**src/rtl/vend_ctrl.sv**
```systemverilog
// vend_ctrl: cola vending transaction controller.
// Collects coin credit in half-unit steps, runs the dispenser req/ack
// handshake, and pays out change or refunds one half-unit pulse at a time.
// Optional build macro DSP_TIMEOUT_EN adds a dispenser watchdog that raises
// a sticky po_fault and refunds the full credit when the ack never arrives.
module vend_ctrl #(
  parameter int PRICE       = 4,
  parameter int CREDIT_W    = 3,
  parameter int CHG_GAP     = 8,
  parameter int TIMEOUT_CYC = 50_000_000,
  parameter int TO_W        = 26
) (
  input  logic                sys_clk,
  input  logic                sys_rst_n,
  input  logic                pi_money_half,
  input  logic                pi_money_one,
  input  logic                pi_cancel,
  input  logic                pi_dsp_ack,
  output logic                po_dsp_req,
  output logic                po_change,
  output logic                po_reject,
  output logic [CREDIT_W-1:0] po_credit,
  output logic                po_fault
);

  localparam int GAP_W = $clog2(CHG_GAP);

  localparam logic [CREDIT_W-1:0] PRICE_C  = CREDIT_W'(PRICE);
  localparam logic [TO_W-1:0]     TO_LAST  = TO_W'(TIMEOUT_CYC - 1);
  localparam logic [GAP_W-1:0]    GAP_LAST = GAP_W'(CHG_GAP - 1);

  typedef enum logic [3:0] {
    IDLE     = 4'b0001,
    COLLECT  = 4'b0010,
    DISPENSE = 4'b0100,
    REFUND   = 4'b1000
  } state_t;

  state_t              state;
  logic [TO_W-1:0]     to_cnt;
  logic [GAP_W-1:0]    chg_cnt;

  logic                coin_in;
  logic [CREDIT_W-1:0] coin_add;
  logic [CREDIT_W-1:0] credit_sum;
  logic [CREDIT_W-1:0] credit_rem;

  // The two coin pulses form a 2-bit value that is already weighted 2/1.
  assign coin_in    = pi_money_one | pi_money_half;
  assign coin_add   = CREDIT_W'({pi_money_one, pi_money_half});
  assign credit_sum = po_credit + coin_add;
  assign credit_rem = po_credit - PRICE_C;

`ifndef DSP_TIMEOUT_EN
  assign po_fault = 1'b0;
`endif

  // Transaction FSM; all outputs are registered here, credit lives in po_credit.
  always_ff @(posedge sys_clk or negedge sys_rst_n) begin
    if (!sys_rst_n) begin
      state      <= IDLE;
      po_credit  <= '0;
      po_dsp_req <= 1'b0;
      po_change  <= 1'b0;
      po_reject  <= 1'b0;
      to_cnt     <= '0;
      chg_cnt    <= '0;
`ifdef DSP_TIMEOUT_EN
      po_fault   <= 1'b0;
`endif
    end else begin
      po_change <= 1'b0;
      po_reject <= 1'b0;
      unique case (state)
        IDLE: begin
          if (coin_in) begin
            po_credit <= coin_add;
            to_cnt    <= '0;
            if (coin_add >= PRICE_C) begin
              state      <= DISPENSE;
              po_dsp_req <= 1'b1;
            end else begin
              state <= COLLECT;
            end
          end
        end

        COLLECT: begin
          po_credit <= credit_sum;
          if (coin_in) begin
            to_cnt <= '0;
          end else begin
            to_cnt <= to_cnt + TO_W'(1);
          end
          if (pi_cancel) begin
            state   <= REFUND;
            chg_cnt <= '0;
          end else if (credit_sum >= PRICE_C) begin
            state      <= DISPENSE;
            po_dsp_req <= 1'b1;
            to_cnt     <= '0;
          end else if (!coin_in && (to_cnt == TO_LAST)) begin
            state   <= REFUND;
            chg_cnt <= '0;
          end
        end

        DISPENSE: begin
          if (coin_in) begin
            po_reject <= 1'b1;
          end
          if (pi_dsp_ack) begin
            po_dsp_req <= 1'b0;
            po_credit  <= credit_rem;
            chg_cnt    <= '0;
            state      <= (credit_rem != '0) ? REFUND : IDLE;
          end
`ifdef DSP_TIMEOUT_EN
          else if (to_cnt == TO_LAST) begin
            po_dsp_req <= 1'b0;
            po_fault   <= 1'b1;
            chg_cnt    <= '0;
            state      <= REFUND;
          end else begin
            to_cnt <= to_cnt + TO_W'(1);
          end
`endif
        end

        REFUND: begin
          if (coin_in) begin
            po_reject <= 1'b1;
          end
          if (po_credit == '0) begin
            state <= IDLE;
          end else if (chg_cnt == '0) begin
            po_change <= 1'b1;
            po_credit <= po_credit - CREDIT_W'(1);
            chg_cnt   <= GAP_LAST;
            if (po_credit == CREDIT_W'(1)) begin
              state <= IDLE;
            end
          end else begin
            chg_cnt <= chg_cnt - GAP_W'(1);
          end
        end

        default: begin
          state      <= IDLE;
          po_dsp_req <= 1'b0;
        end
      endcase
    end
  end

endmodule

```
**config.mk**
```make
export PLATFORM = sky130hd
export DESIGN_NAME = vend_ctrl
export DESIGN_NICKNAME = d
export VERILOG_FILES = /design/src/rtl/vend_ctrl.sv
export SDC_FILE = /design/constraint.sdc
export NUM_CORES = 1
export LEC_CHECK = 0
export CAP_MARGIN = 20
export CORE_MARGIN = 4
export CORE_UTILIZATION = 50
export CTS_CLUSTER_DIAMETER = 150
export DETAILED_ROUTE_END_ITERATION = 10
export GPL_TIMING_DRIVEN = 1
export PLACE_DENSITY = 0.79
export SYNTH_ARGS = -nofsm -noshare
export SYNTH_HDL_FRONTEND = slang
export SYNTH_SLANG_ARGS = --single-unit
```
**constraint.sdc**
```tcl
create_clock -name sys_clk -period 2.6 [get_ports sys_clk]
set_input_delay 0.52 -clock sys_clk [delete_from_list [all_inputs] [get_ports sys_clk]]
set_output_delay 0.52 -clock sys_clk [all_outputs]
set_load 0.01 [all_outputs]
```
==> run_results.csv <==
group,metric,value,unit
layout,fin_nets,294,
setup_path,cp-start-kind,"input port",
power,finalPower,2550,µW
sta,max_slew_margin,0.417,
power,peakVddDrop,499,µV
power,p_leak,0.00111,µW
grt,antenna_found_initial,0,
sta,min_period_over_period,0.912,
setup_path,cp-end-kind,"flop",
clock_tree,clock_latency,0.30,ns
layout,stdcell_area,2810,µm²
yosys,yosysMostFrequentCell,"dfrtp_1",
routing,drt_iter0_markers,196,
sta,maxSlewViolCount,0,
yosys,synth_fp_nets,278,
grt,grt.total_usage,0.196,
clock_tree,cts_tree,"built",
setup_path,worstSetupPathType,"input port to flop",
sta,setup_viol,0,
place,dpl_worst_slack,-0.438,ns
layout,syn_to_final_growth,14.0,%
grt,overflow,0,
setup_path,cp_data_arrival_time,2.55,ns
place,place_area,2660,µm²
clock_tree,clk_path_buf_depth,2,
yosys,ys_ff_latch,39,
yosys,synth_area_leader_cell,"dfrtp_1",
grt,grt_pass1_wl,9560,µm
sta,hold_violations,0,
routing,vias_per_cell,6.24,
layout,antenna_cells,0,
layout,post-route-util,0.592,
sta,fin_ws,0.228,ns
place,port_buffers,11,
yosys,synthTopCellsByArea,"dfrtp_1 39%, a21oi_1 4.5%, nor2_1 3.8%, xnor2_1 3.5%, ha_1 3.0%",
yosys,synthFlopType,"dfrtp_1",
yosys,ys_async_sr_fraction,1.00,
setup_path,r2r-start,"po_credit[0]",
die,coreArea,4750,µm²
yosys,synth_seq_area_share,0.396,
yosys,synthTopCellsByCount,"38 x dfrtp_1, 25 x nor2_1, 22 x a21oi_1",
power,power_density,908,nW/µm²
routing,wl,5660,µm
flow_run,max_cap_viol_count,0,
yosys,synth_area_per_cell,9.31,µm²
routing,dr.pass1.iters,7,
layout,final_layout_size_suffix_gt1_frac,0.128,
yosys,synth_top_area_frac,0.385,
die,num_rows,25,
routing,antenna_left,0,
grt,first_global_vias,2017,
layout,fillers,414,
die,initial_utilization,0.519,
setup_path,path_max_fanout,3,
yosys,syn_area,2470,µm²
die,io_pins,13,
place,dp_hpwl,3840,µm
die,die-width,78.2,µm
sta,finClkSkew,0.0119,ns
clock_tree,cts_hold_buf,0,
yosys,yosys_warnings,0,
yosys,ys_types,59,
clock_tree,path_clk_slew,0.08,ns
min_path,hold_path.class,"input port to async pin",
setup_path,worstReg2RegEnd,"to_cnt[12]",
die,die_y,78.2,µm
clock_tree,clock-sinks,39,
routing,vias,2179,
place,gp_congestion,0.826,
setup_path,r2r_cells,8,
sta,tightest_slew,0.875,ns
setup_path,crit_path_start,"pi_money_one",
status,status,"finished, final reports clean",
sta,rsz0062_at_grt,"false",
sta,period_minus_slack,2.37,ns
grt,grt_max_degree,40,
die,die_area,6120,µm²
routing,wire_per_inst,16.2,µm
yosys,postSynthCellCount,265,
routing,route.detailed.drc,0,
setup_path,rrSetupSlack,0.33,ns
setup_path,crit_required,2.78,ns
yosys,synth_edf_count,0,
clock_tree,htree_levels,2,
sta,fmax,422,MHz
clock_tree,cts-root-buf,"clkbuf_8",
clock_tree,cts_buffers,5,
critical path, cell delays in order:
cell             delay [ns]
clkdlybuf4s50_1        0.47
inv_1                  0.06
fa_2                   0.38
xor2_4                 0.19
o211ai_1               0.26
nand3_1                0.15
and3_1                 0.17
a311o_2                0.34
registers in the layout, summed over array words and instances, names as in the netlist:
signal / cells
po_dsp_req: 1
po_credit: 3
to_cnt: 26
po_reject: 1
state: 4
chg_cnt: 3
po_change: 1
power breakdown:
part | switching [µW] | internal (µW)
registers | 131 | 691
logic | 693 | 502
clock network | 226 | 311
logic make-up (layout without fill, tap and decap cells):
| family | after synthesis | in the layout | share of synthesized area |
|---|---|---|---|
| XOR/XNOR | 11 | 11 | 0.0390 |
| AND/OR/NAND/NOR | 112 | 112 | 0.265 |
| other | 1 | 1 | 0.00152 |
| flip-flops | 39 | 39 | 0.396 |
| multiplexers | 5 | 5 | 0.0213 |
| adder cells (fa/ha/maj) | 7 | 7 | 0.0385 |
| AO/OA/AOI/OAI | 67 | 67 | 0.188 |
| buffers and inverters | 23 | 40 | 0.0512 |
cell type report:
class	count	area, µm²	share of cell area
timing repair buffer	22	203	0.0721
clock buffer	6	82.6	0.0294
multi-input combinational	203	1390	0.496
inverter	10	37.5	0.0133
clock inverter	2	35.0	0.0125
tap	67	83.8	0.0298
sequential	39	977	0.347
worst max path at each step:
stage            endpoint  slack, ns  cells after the start
3_5_place_dp   chg_cnt[1]      -0.44                      9
2_1_floorplan  to_cnt[12]       0.10                      8
4_1_cts        chg_cnt[1]       0.01                      9
6_report       to_cnt[12]       0.23                      8
5_1_grt        to_cnt[12]       0.17                      8
3_3_place_gp   chg_cnt[1]      -0.37                      9
through the flow:
step | hold WS, ns | cells | setup TNS (ns)
floorplan | 0.224 | 265 | 0
global placement | 0.479 | 340 | -6.88
detailed placement | 0.479 | 340 | -8.26
CTS | 0.365 | 348 | 0
global route | 0.404 | 349 | 0
finish | 0.323 | 349 | 0
layer usage:
metal | GRT usage | wire length, µm | up-vias
li1 | - | - | 1015
met1 | 0.259 | 2420 | 1049
met2 | 0.318 | 2710 | 100
met3 | 0.0413 | 413 | 15
met4 | 0.0717 | 120 | 0
met5 | 0 | 0 | -
what timing repair did:
| item | in CTS | in global routing |
|---|---|---|
| buffers inserted | 0 | 1 |
| pin swaps | 0 | 5 |
| gates resized for setup | 2 | 3 |
| cloned | 0 | 0 |
| endpoints found under the setup margin | 8 | 24 |
cells in the final DEF, fill, tap and decap left out, types with 7 or more instances in the layout:
cell type	synthesis	routed
nor4_1	8	8
inv_1	10	10
buf_4	2	10
o31ai_1	10	10
nor4b_1	7	7
dfrtp_1	38	38
a21oi_1	22	22
or4_1	7	7
xnor2_1	10	10
nand2_1	18	18
nand3_1	13	13
o21ai_0	10	10
nor2_1	25	25
clkdlybuf4s50_1	0	9
(Power assumes the default switching activity.)
